### src/rtl/step_mon_pkg.sv
// Shared constants and types for the step/dir pulse monitor.
package step_mon_pkg;

    // Register offsets, expressed as word index PADDR[4:2]
    localparam logic [2:0] OFF_POS1   = 3'd0;
    localparam logic [2:0] OFF_POS2   = 3'd1;
    localparam logic [2:0] OFF_STATUS = 3'd2;
    localparam logic [2:0] OFF_CTRL   = 3'd3;
    localparam logic [2:0] OFF_GLITCH = 3'd4;

    // STATUS bit positions
    localparam int STAT_GLITCH1  = 0;
    localparam int STAT_GLITCH2  = 1;
    localparam int STAT_DIR_ERR1 = 2;
    localparam int STAT_DIR_ERR2 = 3;
    localparam int STAT_BUSY1    = 4;
    localparam int STAT_BUSY2    = 5;

    // CTRL bit positions; bits 2..4 are write-only strobes
    localparam int CTRL_EN1       = 0;
    localparam int CTRL_EN2       = 1;
    localparam int CTRL_CLR_POS1  = 2;
    localparam int CTRL_CLR_POS2  = 3;
    localparam int CTRL_CLR_FLAGS = 4;

    // Per-axis pulse qualifier state
    typedef enum logic [1:0] {
        ST_LOW  = 2'd0,
        ST_PEND = 2'd1,
        ST_HIGH = 2'd2
    } axis_state_e;

endpackage

### src/rtl/step_axis_qual.sv
// One axis: synchronizes step/dir, qualifies step pulses by minimum high
// time, tracks signed position and records glitch / direction-setup errors.
module step_axis_qual
    import step_mon_pkg::*;
#(
    parameter int MIN_HIGH = 32,
    parameter int POS_W    = 32
) (
    input  logic                    clk_i,
    input  logic                    rst_i,
    input  logic                    en_i,
    input  logic                    clr_pos_i,
    input  logic                    clr_flags_i,
    input  logic                    step_i,
    input  logic                    dir_i,
    output logic signed [POS_W-1:0] pos_o,
    output logic                    glitch_o,
    output logic                    dir_err_o,
    output logic                    busy_o,
    output logic [7:0]              glitch_cnt_o,
    output axis_state_e             state_o
);

    localparam logic [7:0] MIN_HIGH_C = 8'(MIN_HIGH);

    logic                    step_meta_q, step_s_q, dir_meta_q, dir_s_q;
    axis_state_e             state_q, state_d;
    logic [7:0]              hcnt_q, hcnt_d, hcnt_inc;
    logic                    dir_l_q, dir_l_d;
    logic signed [POS_W-1:0] pos_q, pos_d;
    logic                    glitch_q, glitch_d, dir_err_q, dir_err_d;
    logic [7:0]              gcnt_q, gcnt_d;
    logic                    step_ok, glitch_ev, dir_ev;

    // State, counters and the two-flop pin synchronizers
    always_ff @(posedge clk_i) begin
        if (rst_i) begin
            step_meta_q <= 1'b0;
            step_s_q    <= 1'b0;
            dir_meta_q  <= 1'b0;
            dir_s_q     <= 1'b0;
            state_q     <= ST_LOW;
            hcnt_q      <= '0;
            dir_l_q     <= 1'b0;
            pos_q       <= '0;
            glitch_q    <= 1'b0;
            dir_err_q   <= 1'b0;
            gcnt_q      <= '0;
        end else begin
            step_meta_q <= step_i;
            step_s_q    <= step_meta_q;
            dir_meta_q  <= dir_i;
            dir_s_q     <= dir_meta_q;
            state_q     <= state_d;
            hcnt_q      <= hcnt_d;
            dir_l_q     <= dir_l_d;
            pos_q       <= pos_d;
            glitch_q    <= glitch_d;
            dir_err_q   <= dir_err_d;
            gcnt_q      <= gcnt_d;
        end
    end

    // Next-state: pulse qualification, then position and flag updates
    always_comb begin
        state_d   = state_q;
        hcnt_d    = hcnt_q;
        dir_l_d   = dir_l_q;
        pos_d     = pos_q;
        glitch_d  = glitch_q;
        dir_err_d = dir_err_q;
        gcnt_d    = gcnt_q;
        step_ok   = 1'b0;
        glitch_ev = 1'b0;
        dir_ev    = 1'b0;
        hcnt_inc  = hcnt_q + 8'd1;

        if (!en_i) begin
            // Disabled: abort any pulse silently
            state_d = ST_LOW;
            hcnt_d  = '0;
        end else begin
            case (state_q)
                ST_LOW: begin
                    if (step_s_q) begin
                        hcnt_d  = 8'd1;
                        dir_l_d = dir_s_q;
                        if (MIN_HIGH_C == 8'd1) begin
                            state_d = ST_HIGH;
                            step_ok = 1'b1;
                        end else begin
                            state_d = ST_PEND;
                        end
                    end
                end
                ST_PEND: begin
                    if (step_s_q) begin
                        hcnt_d = hcnt_inc;
                        if (hcnt_inc == MIN_HIGH_C) begin
                            state_d = ST_HIGH;
                            step_ok = 1'b1;
                        end
                    end else begin
                        state_d   = ST_LOW;
                        hcnt_d    = '0;
                        glitch_ev = 1'b1;
                    end
                end
                ST_HIGH: begin
                    if (!step_s_q) begin
                        state_d = ST_LOW;
                    end
                end
                default: begin
                    state_d = ST_LOW;
                    hcnt_d  = '0;
                end
            endcase
            dir_ev = (state_q == ST_PEND || state_q == ST_HIGH) && (dir_s_q != dir_l_q);
        end

        // A clear on the qualifying edge discards that step
        if (clr_pos_i) begin
            pos_d = '0;
        end else if (step_ok) begin
            pos_d = dir_l_d ? (pos_q + POS_W'(1)) : (pos_q - POS_W'(1));
        end

        // Clear first, so an event on the same edge survives it
        if (clr_flags_i) begin
            glitch_d  = 1'b0;
            dir_err_d = 1'b0;
            gcnt_d    = '0;
        end
        if (glitch_ev) begin
            glitch_d = 1'b1;
            if (gcnt_d != 8'hFF) begin
                gcnt_d = gcnt_d + 8'd1;
            end
        end
        if (dir_ev) begin
            dir_err_d = 1'b1;
        end
    end

    assign pos_o        = pos_q;
    assign glitch_o     = glitch_q;
    assign dir_err_o    = dir_err_q;
    assign busy_o       = (state_q != ST_LOW);
    assign glitch_cnt_o = gcnt_q;
    assign state_o      = state_q;

endmodule

### src/rtl/step_pulse_monitor.sv
// APB3 slave wrapping two step/dir axis qualifiers.
// APB handshake: zero wait states, PREADY is always 1, so a write commits on
// the edge where PSEL & PENABLE & PWRITE are high; reads are combinational
// from PADDR[4:2] whenever PSEL & !PWRITE.
module step_pulse_monitor
    import step_mon_pkg::*;
#(
    parameter int MIN_HIGH = 32,
    parameter int POS_W    = 32
) (
    input  logic        PCLK,
    input  logic        PRESERN,
    input  logic        PSEL,
    input  logic        PENABLE,
    input  logic        PWRITE,
    input  logic [31:0] PADDR,
    input  logic [31:0] PWDATA,
    output logic [31:0] PRDATA,
    output logic        PREADY,
    output logic        PSLVERR,
    input  logic        step1_in,
    input  logic        dir1_in,
    input  logic        step2_in,
    input  logic        dir2_in
);

    logic [2:0]              addr;
    logic                    ctrl_wr;
    logic [1:0]              en_q, en_d;
    logic                    clr_pos1, clr_pos2, clr_flags;
    logic signed [POS_W-1:0] pos1, pos2;
    logic                    glitch1, glitch2, dir_err1, dir_err2, busy1, busy2;
    logic [7:0]              gcnt1, gcnt2;
    axis_state_e             state1, state2;
    logic                    unused_bits;

    assign addr      = PADDR[4:2];
    assign ctrl_wr   = PSEL & PENABLE & PWRITE & (addr == OFF_CTRL);
    assign clr_pos1  = ctrl_wr & PWDATA[CTRL_CLR_POS1];
    assign clr_pos2  = ctrl_wr & PWDATA[CTRL_CLR_POS2];
    assign clr_flags = ctrl_wr & PWDATA[CTRL_CLR_FLAGS];
    assign en_d      = ctrl_wr ? PWDATA[CTRL_EN2:CTRL_EN1] : en_q;

    assign unused_bits = ^{PADDR[31:5], PADDR[1:0], PWDATA[31:5], state1, state2};

    // Enable register
    always_ff @(posedge PCLK) begin
        if (PRESERN) begin
            en_q <= 2'b00;
        end else begin
            en_q <= en_d;
        end
    end

    step_axis_qual #(.MIN_HIGH(MIN_HIGH), .POS_W(POS_W)) u_axis1 (
        .clk_i       (PCLK),
        .rst_i       (PRESERN),
        .en_i        (en_q[0]),
        .clr_pos_i   (clr_pos1),
        .clr_flags_i (clr_flags),
        .step_i      (step1_in),
        .dir_i       (dir1_in),
        .pos_o       (pos1),
        .glitch_o    (glitch1),
        .dir_err_o   (dir_err1),
        .busy_o      (busy1),
        .glitch_cnt_o(gcnt1),
        .state_o     (state1)
    );

    step_axis_qual #(.MIN_HIGH(MIN_HIGH), .POS_W(POS_W)) u_axis2 (
        .clk_i       (PCLK),
        .rst_i       (PRESERN),
        .en_i        (en_q[1]),
        .clr_pos_i   (clr_pos2),
        .clr_flags_i (clr_flags),
        .step_i      (step2_in),
        .dir_i       (dir2_in),
        .pos_o       (pos2),
        .glitch_o    (glitch2),
        .dir_err_o   (dir_err2),
        .busy_o      (busy2),
        .glitch_cnt_o(gcnt2),
        .state_o     (state2)
    );

    // Read mux; positions are sign-extended to the bus width
    always_comb begin
        PRDATA = '0;
        if (PSEL && !PWRITE && !PRESERN) begin
            case (addr)
                OFF_POS1:   PRDATA = 32'(pos1);
                OFF_POS2:   PRDATA = 32'(pos2);
                OFF_STATUS: PRDATA = {26'd0, busy2, busy1, dir_err2, dir_err1, glitch2, glitch1};
                OFF_CTRL:   PRDATA = {30'd0, en_q};
                OFF_GLITCH: PRDATA = {16'd0, gcnt2, gcnt1};
                default:    PRDATA = '0;
            endcase
        end
    end

    assign PREADY  = 1'b1;
    assign PSLVERR = 1'b0;

endmodule

### config.mk
export PLATFORM = sky130hd
export DESIGN_NAME = step_pulse_monitor
export DESIGN_NICKNAME = d
export VERILOG_FILES = /design/src/rtl/step_mon_pkg.sv /design/src/rtl/step_axis_qual.sv /design/src/rtl/step_pulse_monitor.sv
export SDC_FILE = /design/constraint.sdc
export NUM_CORES = 1
export LEC_CHECK = 0
export ABC_AREA = 1
export CORE_MARGIN = 1.5
export CORE_UTILIZATION = 25
export DETAILED_ROUTE_END_ITERATION = 16
export SYNTH_ARGS = -nofsm -noshare
export SYNTH_HDL_FRONTEND = slang
export SYNTH_SLANG_ARGS = --single-unit
### constraint.sdc
create_clock -name PCLK -period 5.13 [get_ports PCLK]
set_clock_uncertainty 0.2 [all_clocks]
set_input_delay 1.026 -clock PCLK [delete_from_list [all_inputs] [get_ports PCLK]]
set_output_delay 1.026 -clock PCLK [all_outputs]
set_load 0.01 [all_outputs]
=== After elaboration in Yosys (flattened, before gate mapping) ===
Cells that the tools add are included.

* Register bits: 116
* Bits in latches: 0
* Bits in writable memories: 0
* ROM bits: 0
* Input bits: 73
* Output and inout port bits: 34
* Logic and storage cells: 139
* Memories: 0

* $add $sub $neg: 8
* Multipliers: 0
* Divide/modulo/power cells: 0
* Order comparisons: 0
* Eq/ne operators: 20
* Shifts and indexed selects: 0
* Muxes and demuxes: 53
* Bitwise operators: 10
* Reduce and logical (&&, ||, !) cells: 25

{| class="wikitable"
|+ Operator list
! operator !! number
|-
| 32-bit case mux with 5 select lines || 1
|-
| 32-bit two-way mux || 3
|-
| 8-bit two-way mux || 10
|-
| 32-bit by 2-bit adder with 32-bit output, second input constant || 2
|-
| 32-bit by 2-bit subtractor with 32-bit output, second input constant || 2
|-
| 8-bit case mux with 3 select lines || 2
|-
| 8-bit by 1-bit adder with 8-bit output, second input constant || 4
|-
| 1-bit two-way mux || 27
|-
| 8-bit by 6-bit equality test with 1-bit output, second input constant || 2
|-
| 2-bit two-way mux || 8
|-
| 8-bit inequality test, second input constant || 2
|-
| 2-bit case mux with 3 select lines || 2
|-
| 2-bit nonzero test || 6
|-
| 2-bit OR reduction || 4
|-
| 1-bit AND || 6
|-
| 3-bit by 2-bit equality test with 1-bit output, second input constant || 2
|-
| 3-bit inequality test, second input constant || 2
|-
| 3-bit AND reduction || 2
|-
| 2-bit by 1-bit equality test with 1-bit output, second input constant || 2
|-
| 2-bit equality test, second input constant || 2
|-
| 1-bit logical AND || 4
|-
| 2-bit zero test || 2
|-
| 2-bit by 1-bit inequality test with 1-bit output, second input constant || 2
|-
| 2-bit inequality test, second input constant || 2
|-
| 8 further kinds || 15
|}

=== Logic depth before layout (Yosys ltp) ===
Gate-level depths: netlist of the first run.

* Word-level depth: 8
* Depth in mapped cells: 19
* Mapped depth without buffers: 19

=== Modules after synthesis ===
A second synthesis of the first run with hierarchy kept.

* Cell total of the unflattened synthesis: 1954
* Area, all modules: 10900.5 µm²

{| class="wikitable"
|+ By module, submodules not included
! module !! times used !! cells an instance !! area each (µm²) !! seq. area each (µm²)
|-
| step_axis_qual at u_axis2 || 1 || 871 || 4989.8 || 1141.1
|-
| step_axis_qual at u_axis1 || 1 || 880 || 4988.5 || 1141.1
|-
| step_pulse_monitor || 1 || 203 || 922.1 || 40.0
|}

=== Least setup slack after synthesis of the first run ===
No wires, ideal clock.

* Path kind: register to register
* Start point: register u_axis2.state_q[0] (netlist: u_axis2.state_o[0])
* End point: register u_axis2.pos_q[22] (netlist: u_axis2.pos_o[22])
* Setup time: 117 ps
* Arrival: 4446 ps
* Required time: 4813 ps
* Setup slack: 367 ps
* Stages on the path, launching flop included: 18
* Path buffers: 0
* Clock period less this slack: 4763 ps
* Cell sequence: dfxtp_1 -> inv_1 -> ha_1 -> nand3_1 -> o21ai_0 -> ha_1 -> a21oi_1 -> nand2_1 -> nand2_1 -> nand2_1 -> nand3_1 -> nand2_1 -> nand2_1 -> nand2_1 -> nand2_1 -> nand2_1 -> nor2_1 -> nor2_1

* Cells in the longest elaborated chain, start to end: 4
* Elaborated cells on any way between the ends: 7
* Those cells by class: eq/ne (1); mux (5); reduce/logical (1)

{| class="wikitable"
|+ Ends and longest elaborated chain
! what !! RTL line !! text
|-
| start, declared || step_axis_qual.sv:27 || <nowiki>axis_state_e state_q, state_d;</nowiki>
|-
| start signal, assigned || step_axis_qual.sv:54 || <nowiki>state_q <= state_d;</nowiki>
|-
| 2-bit zero test || step_axis_qual.sv:83 || <nowiki>case (state_q)</nowiki>
|-
| 1-bit two-way mux || step_axis_qual.sv:83 ||
|-
| 1-bit two-way mux || step_axis_qual.sv:78 || <nowiki>if (!en_i) begin</nowiki>
|-
| 32-bit two-way mux || step_axis_qual.sv:126 || <nowiki>pos_d = dir_l_d ? (pos_q + POS_W'(1)) : (pos_q - POS_W'(1));</nowiki>
|-
| end signal, assigned || step_axis_qual.sv:57 || <nowiki>pos_q <= pos_d;</nowiki>
|-
| end, declared || step_axis_qual.sv:30 || <nowiki>logic signed [POS_W-1:0] pos_q, pos_d;</nowiki>
|}

Parallel ways exist; a longest one is shown, timed or not.
A chain may end at the register's enable or synchronous reset.

=== Worst setup path after layout of the first run ===
* Start point: input port PADDR[3]
* End point: output port PRDATA[4]

* Cells in the longest elaborated chain, start to end: 3
* Elaborated cells on any way between the ends: 7
* Those cells by class: eq/ne (4); mux (2); reduce/logical (1)

{| class="wikitable"
|+ Ends and longest elaborated chain
! what !! RTL line !! text
|-
| start, declared || step_pulse_monitor.sv:16 || <nowiki>input logic [31:0] PADDR,</nowiki>
|-
| 3-bit equality test, or another cell as far along || step_pulse_monitor.sv:91 || <nowiki>case (addr)</nowiki>
|-
| 32-bit case mux with 5 select lines * || step_pulse_monitor.sv:91 ||
|-
| 32-bit two-way mux * || step_pulse_monitor.sv:90 || <nowiki>if (PSEL && !PWRITE && !PRESERN) begin</nowiki>
|-
| end, declared || step_pulse_monitor.sv:18 || <nowiki>output logic [31:0] PRDATA,</nowiki>
|}

Mark *: on every way between the ends. The rest lies on a longest branch, timed or not.

==> results of run 1 <==
registers in the layout (all words and copies together), names as in the netlist, 2 cells and up:
name                  cells
u_axis1.hcnt_q            8
u_axis1.glitch_cnt_o      8
u_axis2.state_o           2
u_axis2.glitch_cnt_o      8
u_axis1.state_o           2
en_q                      2
u_axis2.pos_o            32
u_axis2.hcnt_q            8
u_axis1.pos_o            32
worst max-delay path: stages:
cell,delay [ns]
clkdlybuf4s50_1,0.48
inv_1,0.07
nor3_1,0.50
inv_1,0.16
o22ai_1,0.21
a221oi_1,0.07
nor2_1,0.20
clkdlybuf4s50_1,0.58
through the flow:
| stage | worst slack (ns) | util, % | hold slack [ns] |
|---|---|---|---|
| 6_report | 0.6122 | 29.68 | 0.2042 |
| 3_3_place_gp | 0.5989 | 28.13 | 0.1976 |
| 3_5_place_dp | 0.5978 | 28.13 | 0.1977 |
| 2_1_floorplan | 0.3671 | - | 0.1883 |
| 5_1_grt | 0.4730 | 29.68 | 0.2235 |
| 4_1_cts | 0.5954 | 29.68 | 0.2088 |
cells in the final DEF, fill, tap and decap left out, types with 3 or more instances in the layout:
cell	count
a211oi_2	3
a21oi_1	155
a221oi_1	6
buf_4	8
clkbuf_16	17
clkbuf_8	4
clkdlybuf4s50_1	48
clkinv_2	3
clkinvlp_4	3
dfxtp_1	116
ha_1	81
inv_1	279
inv_6	3
nand2_1	491
nand3_1	92
nand3_2	3
nand3b_1	5
nand4_1	8
nor2_1	187
nor2_2	5
nor3_1	19
nor3b_1	3
nor4_1	3
o211ai_1	6
o21ai_0	80
o21ai_1	11
o21ai_2	3
o21bai_1	10
o221ai_1	4
o22ai_1	4
xnor2_1	16
xor2_1	24
per-layer routing:
layer | global-route usage (%) | part of all wire [%] | up-vias
met1 | 16.99 | 44 | 4641
met4 | 5.517 | 2.9 | 0
met5 | 0 | 0 | -
met3 | 2.144 | 3.7 | 46
met2 | 26.40 | 50 | 184
li1 | - | - | 5399
power by group through the flow:
stage               Sequential, uW  Combinational, uW  Clock [uW]
floorplan                      925               61.8           0
global placement               926               95.2           0
detailed placement             926               96.2           0
CTS                            906               96.7        1250
global route                   906                108        1290
finish                         906               96.3        1230
layout make-up:
| type | count | area share, % |
|---|---|---|
| inverter | 281 | 9.175 |
| sequential | 116 | 20.10 |
| clock inverter | 11 | 1.072 |
| clock buffer | 21 | 4.159 |
| timing repair buffer | 57 | 4.853 |
| tap | 518 | 5.611 |
| multi-input combinational | 1239 | 55.03 |
logic make-up after synthesis:
logic type | Yosys count | synth area share, %
other | 2 | 0.07580
buffers and inverters | 313 | 12.50
xor gates and xnor gates | 40 | 3.536
AOI/OAI and AO/OA | 287 | 15.72
and+or+nand+nor | 827 | 34.09
adders and majority gates | 83 | 10.63
DFF | 116 | 23.44
worst paths after layout:
kind                        from  slack (ns)           endpoint
max                     PADDR[3]        0.61          PRDATA[4]
min          u_axis1.step_meta_q        0.20   u_axis1.step_s_q
max reg2reg   u_axis2.state_o[0]        1.70  u_axis2.pos_o[19]
min reg2reg  u_axis1.step_meta_q        0.20   u_axis1.step_s_q
==> reports/metrics.sh, run 1 <==
SYNTH_ASYNC_SR_FLOP_SHARE_PCT=0
CLOCK_NETWORK_FRACTION_OF_TOTAL_POWER_PCT=55.0
MAXCAPVIOLATIONS=0
FINAL_NETS=1868
SYNTH_MOST_COMMON_CELL='nand2_1'
HTREE_NUM_LEVELS=4
WL_PER_CELL_UM=12.95
VIA_COUNT=10270
GRT_SETUP_UNREPAIRED='false'
AREA.GROWTH.SYNTH_TO_FINAL_PCT=16.60
MAPPEDNETLISTAREA_MM2=0.009907
DIODE_COUNT=0
PLACEABLECOREAREA_MM2=0.03892
LEAK_PWR_uW=0.005793
SYNTH.TOP_CELLS.BY_COUNT='nand2_1, inv_1, nor2_1, a21oi_1, dfxtp_1'
WORST_SETUP_HOLD_PATH_CLK_SLEW_NS=0.06
POST_LAYOUT_MIN_PERIOD_NS=4.518
DETAIL_ROUTE.FIRST_PASS.ITERATIONS=6
POWER_SWITCHING_SHARE_PCT=23.57
WORSTPATHREQUIRED_NS=3.90
DR_DRC_COUNT=0
LAYOUT.CELL_AREA.NON_FILLER_MM2=0.01155
POWER.COMBINATIONAL.FRACTION_PCT=4.3
START_UTIL_PCT=25.46
VIA_COUNT_OF_THE_FIRST_GLOBAL_ROUTING_PASS=9828
SEQUENTIAL_CELL_AREA_FRACTION_IN_THE_YOSYS_REPORT_PCT=23.44
DETAIL_ROUTE.WIRELENGTH_UM=29050
POST-PLACE-CELLS=2211
POST-CTS-SETUP-BUFFERS=0
CLOCK-SINKS=116
NFILLCELLS=4339
POWER_uW=2228
CLOCK_PATH_BUFFERS=2
FMAX_MHz=221.3
CLK-INSERTION-DELAY-LATE_NS=0.43
SEQ_AREA_MM2=0.002322
SETUP-TNS-FINAL_NS=0
FLOORPLAN.ROWS=72
HOLD_PATH_CLASS='reg2reg'
DEPTH_OF_THE_WORST_REGISTER_TO_REGISTER_PATH=14
GLOBALROUTE.TOTALOVERFLOW=0
POWERDENSITY_mW_PER_MM2=192.9
WORST_HOLD_PATH_DEPTH=2
CTS.REPAIR.RESIZED=0
IOS=107
SETUP.WORST_PATH.START_CLASS='primary input'
CELLINTERNALPOWER_uW=1703
WS_PATH_TYPE='in2out'
SYN_NETS=1824
INITIALDRTVIOLATIONCOUNT=671
POSTSYNTHAREAPERCELL_UM2=5.939
MULTIINPUTGATEAREA_MM2=0.006356
POST_ROUTE_CELLS_DRIVE_ABOVE_1_SHARE_PCT=3.652
POST_LAYOUT_NONFILLER_INSTANCES=2243
NETLIST.TOP_CELL.BY_AREA='dfxtp_1'
SYNTH_TOP_AREA_SHARE_PCT=23.44
POSTROUTEANTENNANETS=0
COUNT_OF_FINAL_SETUP_VIOLATORS=0
FINAL_SLEW_VIOL_COUNT=0
IRDROPWORSTVDD_mV=0.2060
TRITONCTS.NUM_BUFFERS=17
CRIT_PATH_MAX_FANOUT=5
SLEW_MARGIN_REL_PCT=27.22
CLOCK_TREE.ROOT_CELL='clkbuf_16'
SYNTH_ENABLE_FLOP_CELLS=0
GRT_FIRST_PASS_WIRELENGTH_UM=47910
TRITONCTS='done'
TOTAL_SWITCHING_POWER_uW=525.1
CP.ARRIVAL_NS=3.29
RUN_STATUS='finished, final reports clean'
PLACED_CELL_AREA_MM2=0.01095
ANTENNA_FOUND_INITIAL=0
DIEAREA_MM2=0.04083
POWER.SHARE.SEQUENTIAL_PCT=40.7
SYN-INSTANCE-COUNT=1668
DETAILED_PLACE_HPWL_UM=23050
GLOBALPLACE.CONGESTION=0.9049
YOSYS_WARNINGS=0
ROUTE.DETAILED.VIAS_PER_INST=4.579
DIEHEIGHT_UM=202.1
SYNTH.AREA.TOP_CELLS='dfxtp_1, nand2_1, inv_1'
HOLD_VIOL=0
PORT_BUFFERS=48
SYNTH_SEQ_CELLS=116
ACTUAL_SLEW_AT_THE_WORST_MAX_SLEW_PIN_NS=1.091
GRT_MAX_DEGREE=54
SYNTHFLOPTYPE='dfxtp_1'
END_KIND='primary output'
FP.DIEW_UM=202.1
GLOBAL_ROUTE.USAGE.TOTAL_PCT=14.49
HOLD_BUF_CTS=0
SHARE_OF_THE_CLOCK_PERIOD_USED_BY_THE_WORST_PATH_PCT=88.07
YOSYSUNIQUECELLTYPES=46
Power figures use the tool's default switching activity.
==> inputs of run 2 (changes only) <==
--- a/config.mk
+++ b/config.mk
@@ -8,6 +8,8 @@
 export ABC_AREA = 1
 export CORE_MARGIN = 1.5
 export CORE_UTILIZATION = 25
+export CTS_BUF_LIST = sky130_fd_sc_hd__clkbuf_16
+export CTS_CLUSTER_SIZE = 10
 export DETAILED_ROUTE_END_ITERATION = 16
 export SYNTH_ARGS = -nofsm -noshare
 export SYNTH_HDL_FRONTEND = slang
==> reports/metrics.sh, run 2 (synthesized netlist as in run 1, its figures left out) <==
COUNT_OF_FINAL_SETUP_VIOLATORS=0
SETUP-TNS-FINAL_NS=0
INITIALDRTVIOLATIONCOUNT=634
FINALWORSTSETUPSLACK_NS=0.6013
CTS.REPAIR.RESIZED=0
DETAIL_ROUTE.WIRELENGTH_UM=29070
GRT_MAX_DEGREE=54
GRTUSAGEMET1_PCT=17.01
POSTROUTEANTENNANETS=0
MET3_USE_GR_PCT=2.241
POST_ROUTE_CELLS_DRIVE_ABOVE_1_SHARE_PCT=3.420
AREA.GROWTH.SYNTH_TO_FINAL_PCT=16.19
TOP_USAGE_LAYER='met2'
SLOWEST_DELAY_NS=0.58
ROUTE.DETAILED.VIAS_PER_INST=4.582
FINAL_COMMON_CELL='nand2_1'
IOS=107
DIODE_COUNT=0
WHS_NS=0.2042
TRITONCTS='done'
LAYOUT.CELL_AREA.NON_FILLER_MM2=0.01151
HTREE_NUM_LEVELS=4
GLOBAL_ROUTE.USAGE.TOTAL_PCT=14.51
POST_LAYOUT_MIN_PERIOD_NS=4.529
END_KIND='primary output'
VIA_COUNT=10280
DIEAREA_MM2=0.04083
MOSTFREQUENTLAYOUTCELLS='nand2_1, inv_1, nor2_1'
FINAL_SLEW_VIOL_COUNT=0
CP.ARRIVAL_NS=3.30
PORT_BUFFERS=48
POWERDENSITY_mW_PER_MM2=188.2
CLOCK-SINKS=116
GLOBAL_ROUTING_USAGE_ON_MET2_PCT=26.37
HOLD_PATH_CLASS='reg2reg'
DETAIL_ROUTE.FIRST_PASS.ITERATIONS=5
CLK-INSERTION-DELAY-LATE_NS=0.43
ANTENNA_FOUND_INITIAL=0
HOLD_BUF_CTS=0
FMAX_MHz=220.8
DETAILEDPLACE.WORSTSLACK_NS=0.5978
POSTLAYOUTCOREUTIL_PCT=29.58
DR_DRC_COUNT=0
WL_PER_CELL_UM=12.96
FLOORPLAN.ROWS=72
WORST_SETUP_HOLD_PATH_CLK_SLEW_NS=0.06
GRT_SETUP_UNREPAIRED='false'
FINAL_NETS=1868
LEAK_PWR_uW=0.005771
WORSTPATHREQUIRED_NS=3.90
ACTUAL_SLEW_AT_THE_WORST_MAX_SLEW_PIN_NS=1.082
DETAILED_PLACE_HPWL_UM=23050
SLEW_MARGIN_REL_PCT=27.82
SETUP.WORST_PATH.START_CLASS='primary input'
GLOBALROUTE.TOTALOVERFLOW=0
FP.DIEW_UM=202.1
GRT_FIRST_PASS_WIRELENGTH_UM=47940
NFILLCELLS=4352
CLOCK_TREE.ROOT_CELL='clkbuf_16'
VIA_COUNT_OF_THE_FIRST_GLOBAL_ROUTING_PASS=9839
RUN_STATUS='finished, final reports clean'
PLACED_CELL_AREA_MM2=0.01095
TRITONCTS.NUM_BUFFERS=17
HOLD_VIOL=0
PLACEABLECOREAREA_MM2=0.03892
IRDROPWORSTVDD_mV=0.2072
CRITICAL_PATH.CELL_CHAIN='clkdlybuf4s50_1 > inv_1 > nor2_1 > inv_1 > o21ai_0 > a221oi_1 > nor2_1 > clkdlybuf4s50_1'
CRIT_PATH_MAX_FANOUT=6
CLOCK_PATH_BUFFERS=2
POST-CTS-SETUP-BUFFERS=0
MAXCAPVIOLATIONS=0
DIEHEIGHT_UM=202.1
GLOBALPLACE.CONGESTION=0.9049
SHARE_OF_THE_CLOCK_PERIOD_USED_BY_THE_WORST_PATH_PCT=88.28
START_UTIL_PCT=25.46
WS_PATH_TYPE='in2out'
CPMAXSTAGEDELAYCELL='clkdlybuf4s50_1'
## run 2: cell types whose count changed in the layout (fill, tap and decap cells not counted)
| cell | previous run | this run |
|---|---|---|
| clkbuf_8 | 4 | 0 |
| clkinv_1 | 1 | 5 |
## run 2: cell type report
class | instances | area [um2] | area share, %
sequential | 116 | 2322 | 20.17
clock buffer | 17 | 425.4 | 3.696
tap | 518 | 648.1 | 5.630
timing repair buffer | 57 | 560.5 | 4.870
multi-input combinational | 1239 | 6356 | 55.22
clock inverter | 15 | 138.9 | 1.207
inverter | 281 | 1060 | 9.207
## run 2: per-stage QoR
| stage | power [uW] | cells |
|---|---|---|
| global placement | 1021 | 2211 |
| detailed placement | 1022 | 2211 |
| floorplan | 987.0 | 1668 |
| CTS | 2188 | 2243 |
| finish | 2167 | 2243 |
| global route | 2247 | 2243 |
## run 2: worst paths after layout
check	cells past startpoint	startpoint	slack, ns	endpoint
setup / recovery	8	PADDR[4]	0.60	PRDATA[3]
hold reg to reg	2	u_axis1.step_meta_q	0.20	u_axis1.step_s_q
setup reg to reg	14	u_axis2.state_o[0]	1.70	u_axis2.pos_o[19]
hold / removal	2	u_axis1.step_meta_q	0.20	u_axis1.step_s_q
## run 2: critical path: cells and delay by family
family	cells	cell delay [ns]
AO/OA/AOI/OAI	2	0.27
buffers and inverters	4	1.42
AND/OR/NAND/NOR	2	0.58
## run 2: power breakdown
group / leakage [uW] / total [uW] / internal, uW / switching [uW]
Sequential: 0.000936 / 907 / 904 / 2.13
Clock: 0.000269 / 1160 / 707 / 457
Combinational: 0.00457 / 96.2 / 31.9 / 64.3
## run 2: metal layers
metal	part of all wire [%]	vias up
met5	0	-
met4	3.0	0
met3	3.2	49
met2	49	174
met1	44	4650
li1	-	5405
==> inputs of run 3 (changes only) <==
--- a/config.mk
+++ b/config.mk
@@ -11,6 +11,7 @@
 export CTS_BUF_LIST = sky130_fd_sc_hd__clkbuf_16
 export CTS_CLUSTER_SIZE = 10
 export DETAILED_ROUTE_END_ITERATION = 16
+export GPL_ROUTABILITY_DRIVEN = 0
 export SYNTH_ARGS = -nofsm -noshare
 export SYNTH_HDL_FRONTEND = slang
 export SYNTH_SLANG_ARGS = --single-unit
==> reports/metrics.sh, run 3 (synthesized netlist as in run 1, its figures left out) <==
RUN_STATUS='finished, final reports clean'
DEPTH_OF_THE_WORST_REGISTER_TO_REGISTER_PATH=16
PLACEABLECOREAREA_MM2=0.03892
CLOCK_PATH_BUFFERS=2
CRIT_CELLS=8
CRITICAL_PATH.CELL_CHAIN='clkdlybuf4s50_1 > inv_1 > nor2_1 > inv_1 > o21ai_0 > a221oi_1 > nor2_1 > clkdlybuf4s50_1'
POWER_SWITCHING_SHARE_PCT=24.53
HTREE_NUM_LEVELS=4
DR.MAX_LAYER_USED='met4'
WORSTPATHREQUIRED_NS=3.90
HOLD_VIOL=0
IOS=107
DIEAREA_MM2=0.04083
END_KIND='primary output'
ACTUAL_SLEW_AT_THE_WORST_MAX_SLEW_PIN_NS=0.9863
HOLD_BUF_CTS=0
SHARE_OF_THE_CLOCK_PERIOD_USED_BY_THE_WORST_PATH_PCT=89.57
WORST_SETUP_HOLD_PATH_CLK_SLEW_NS=0.05
FINAL_SLEW_VIOL_COUNT=0
TRITONCTS='done'
CRITICAL_PATH.STARTPOINT='PADDR[4]'
R2R_SLACK_NS=1.68
SETUP-TNS-FINAL_NS=0
FLOORPLAN.ROWS=72
WL_PER_CELL_UM=12.68
CLK-INSERTION-DELAY-LATE_NS=0.42
FMAX_MHz=217.6
CP_NUM_BUF_INV=4
CTS.REPAIR.RESIZED=0
CLOCK_TREE.ROOT_CELL='clkbuf_16'
CLOCK_NETWORK_FRACTION_OF_TOTAL_POWER_PCT=50.7
GRT_FIRST_PASS_WIRELENGTH_UM=47580
TOTAL_SWITCHING_POWER_uW=498.8
POWER.SHARE.SEQUENTIAL_PCT=44.6
GLOBALROUTE.TOTALOVERFLOW=0
RR_ENDPOINT='u_axis1.pos_o[31]'
SETUP.WORST_PATH.START_CLASS='primary input'
DR_DRC_COUNT=0
CRIT_PATH_MAX_FANOUT=7
WS_PATH_TYPE='in2out'
MET2_WIRELENGTH_UM=13740
FINAL_NETS=1868
CLOCK-SINKS=116
WL_MET1_UM=12330
VIA_COUNT_OF_THE_FIRST_GLOBAL_ROUTING_PASS=10170
MOSTFREQUENTLAYOUTCELLS='nand2_1, inv_1, nor2_1'
POWER.COMBINATIONAL.FRACTION_PCT=4.7
DETAIL_ROUTE.WIRELENGTH_UM=28410
CP.ARRIVAL_NS=3.37
MULTIINPUTGATEAREA_MM2=0.006356
HOLD_PATH_CLASS='reg2reg'
MAXCAPVIOLATIONS=0
CRITICAL_PATH.REG2REG.STARTPOINT='u_axis1.state_o[0]'
CELLINTERNALPOWER_uW=1535
POST-PLACE-CELLS=2211
LEAK_PWR_uW=0.005747
NFILLCELLS=4318
DETAIL_ROUTE.FIRST_PASS.ITERATIONS=5
POST_LAYOUT_MIN_PERIOD_NS=4.595
POST_ROUTE_CELLS_DRIVE_ABOVE_1_SHARE_PCT=3.250
IRDROPWORSTVDD_mV=0.1922
SLOWEST_DELAY_NS=0.58
SEQ_AREA_MM2=0.002322
POST-CTS-SETUP-BUFFERS=0
DETAILED_PLACE_HPWL_UM=22670
TRITONCTS.NUM_BUFFERS=17
FP.DIEW_UM=202.1
DIEHEIGHT_UM=202.1
POWERDENSITY_mW_PER_MM2=177.7
START_UTIL_PCT=25.46
CPMAXSTAGEDELAYCELL='clkdlybuf4s50_1'
GRT_SETUP_UNREPAIRED='false'
VIA_COUNT=10290
POSTROUTEANTENNANETS=0
ANTENNA_FOUND_INITIAL=0
GRT_MAX_DEGREE=54
ROUTE.MET3.WL_UM=989
CP_TOP_FAMILY='buffers and inverters'
INITIALDRTVIOLATIONCOUNT=582
GLOBAL_ROUTE.USAGE.TOTAL_PCT=14.23
COUNT_OF_FINAL_SETUP_VIOLATORS=0
DIODE_COUNT=0
FINAL_COMMON_CELL='nand2_1'
AREA.GROWTH.SYNTH_TO_FINAL_PCT=15.53
POST_LAYOUT_NONFILLER_INSTANCES=2241
ROUTE.DETAILED.VIAS_PER_INST=4.591
SLEW_MARGIN_REL_PCT=34.17
CRITICAL_PATH.ENDPOINT='PRDATA[3]'
PORT_BUFFERS=48
-- run 3: through the flow --
stage               area [um2]  setup WS, ns  total power [uW]  hold WS, ns  utilization (%)
floorplan                 9907        0.3671             987.0       0.1883                -
global placement         10950        0.5853              1020       0.1961            28.13
detailed placement       10950        0.5812              1022       0.1974            28.13
CTS                      11450        0.5606              2062       0.2114            29.41
global route             11450        0.4214              2105       0.2422            29.41
finish                   11450        0.5348              2033       0.2042            29.41
-- run 3: routing by layer --
metal | GRT usage, % | up-vias
met1 | 16.38 | 4605
met5 | 0 | -
met2 | 25.26 | 211
met4 | 8.262 | 0
met3 | 1.757 | 70
li1 | - | 5402
-- run 3: final cells by class --
class | count | area share (%)
clock inverter | 13 | 0.6449
sequential | 116 | 20.29
inverter | 281 | 9.259
tap | 518 | 5.662
timing repair buffer | 57 | 4.897
clock buffer | 17 | 3.717
multi-input combinational | 1239 | 55.53
-- run 3: worst register-to-register path, delay by kind of cell, from the launching register on --
family | cells | cell delay [ns]
buffers and inverters | 3 | 0.57
AND/OR/NAND/NOR | 7 | 0.68
flip-flops | 1 | 0.31
AO/OA/AOI/OAI | 4 | 0.85
adder cells (fa/ha/maj) | 2 | 0.69
-- run 3: power by group through the flow --
stage / Combinational [uW] / Sequential [uW] / Clock (uW)
detailed placement: 95.5 / 926 / 0
global placement: 94.3 / 926 / 0
finish: 95.8 / 907 / 1030
global route: 109 / 907 / 1090
CTS: 96.0 / 906 / 1060
floorplan: 61.8 / 925 / 0
-- run 3: how the worst min path moves through the flow --
stage                                   start                to  cells after the start
after detailed placement  u_axis1.step_meta_q  u_axis1.step_s_q                      2
after global placement    u_axis1.step_meta_q  u_axis1.step_s_q                      2
after CTS                 u_axis1.step_meta_q  u_axis1.step_s_q                      2
final                     u_axis1.step_meta_q  u_axis1.step_s_q                      2
after global routing       u_axis1.dir_meta_q   u_axis1.dir_s_q                      2
after floorplan            u_axis1.dir_meta_q   u_axis1.dir_s_q                      2
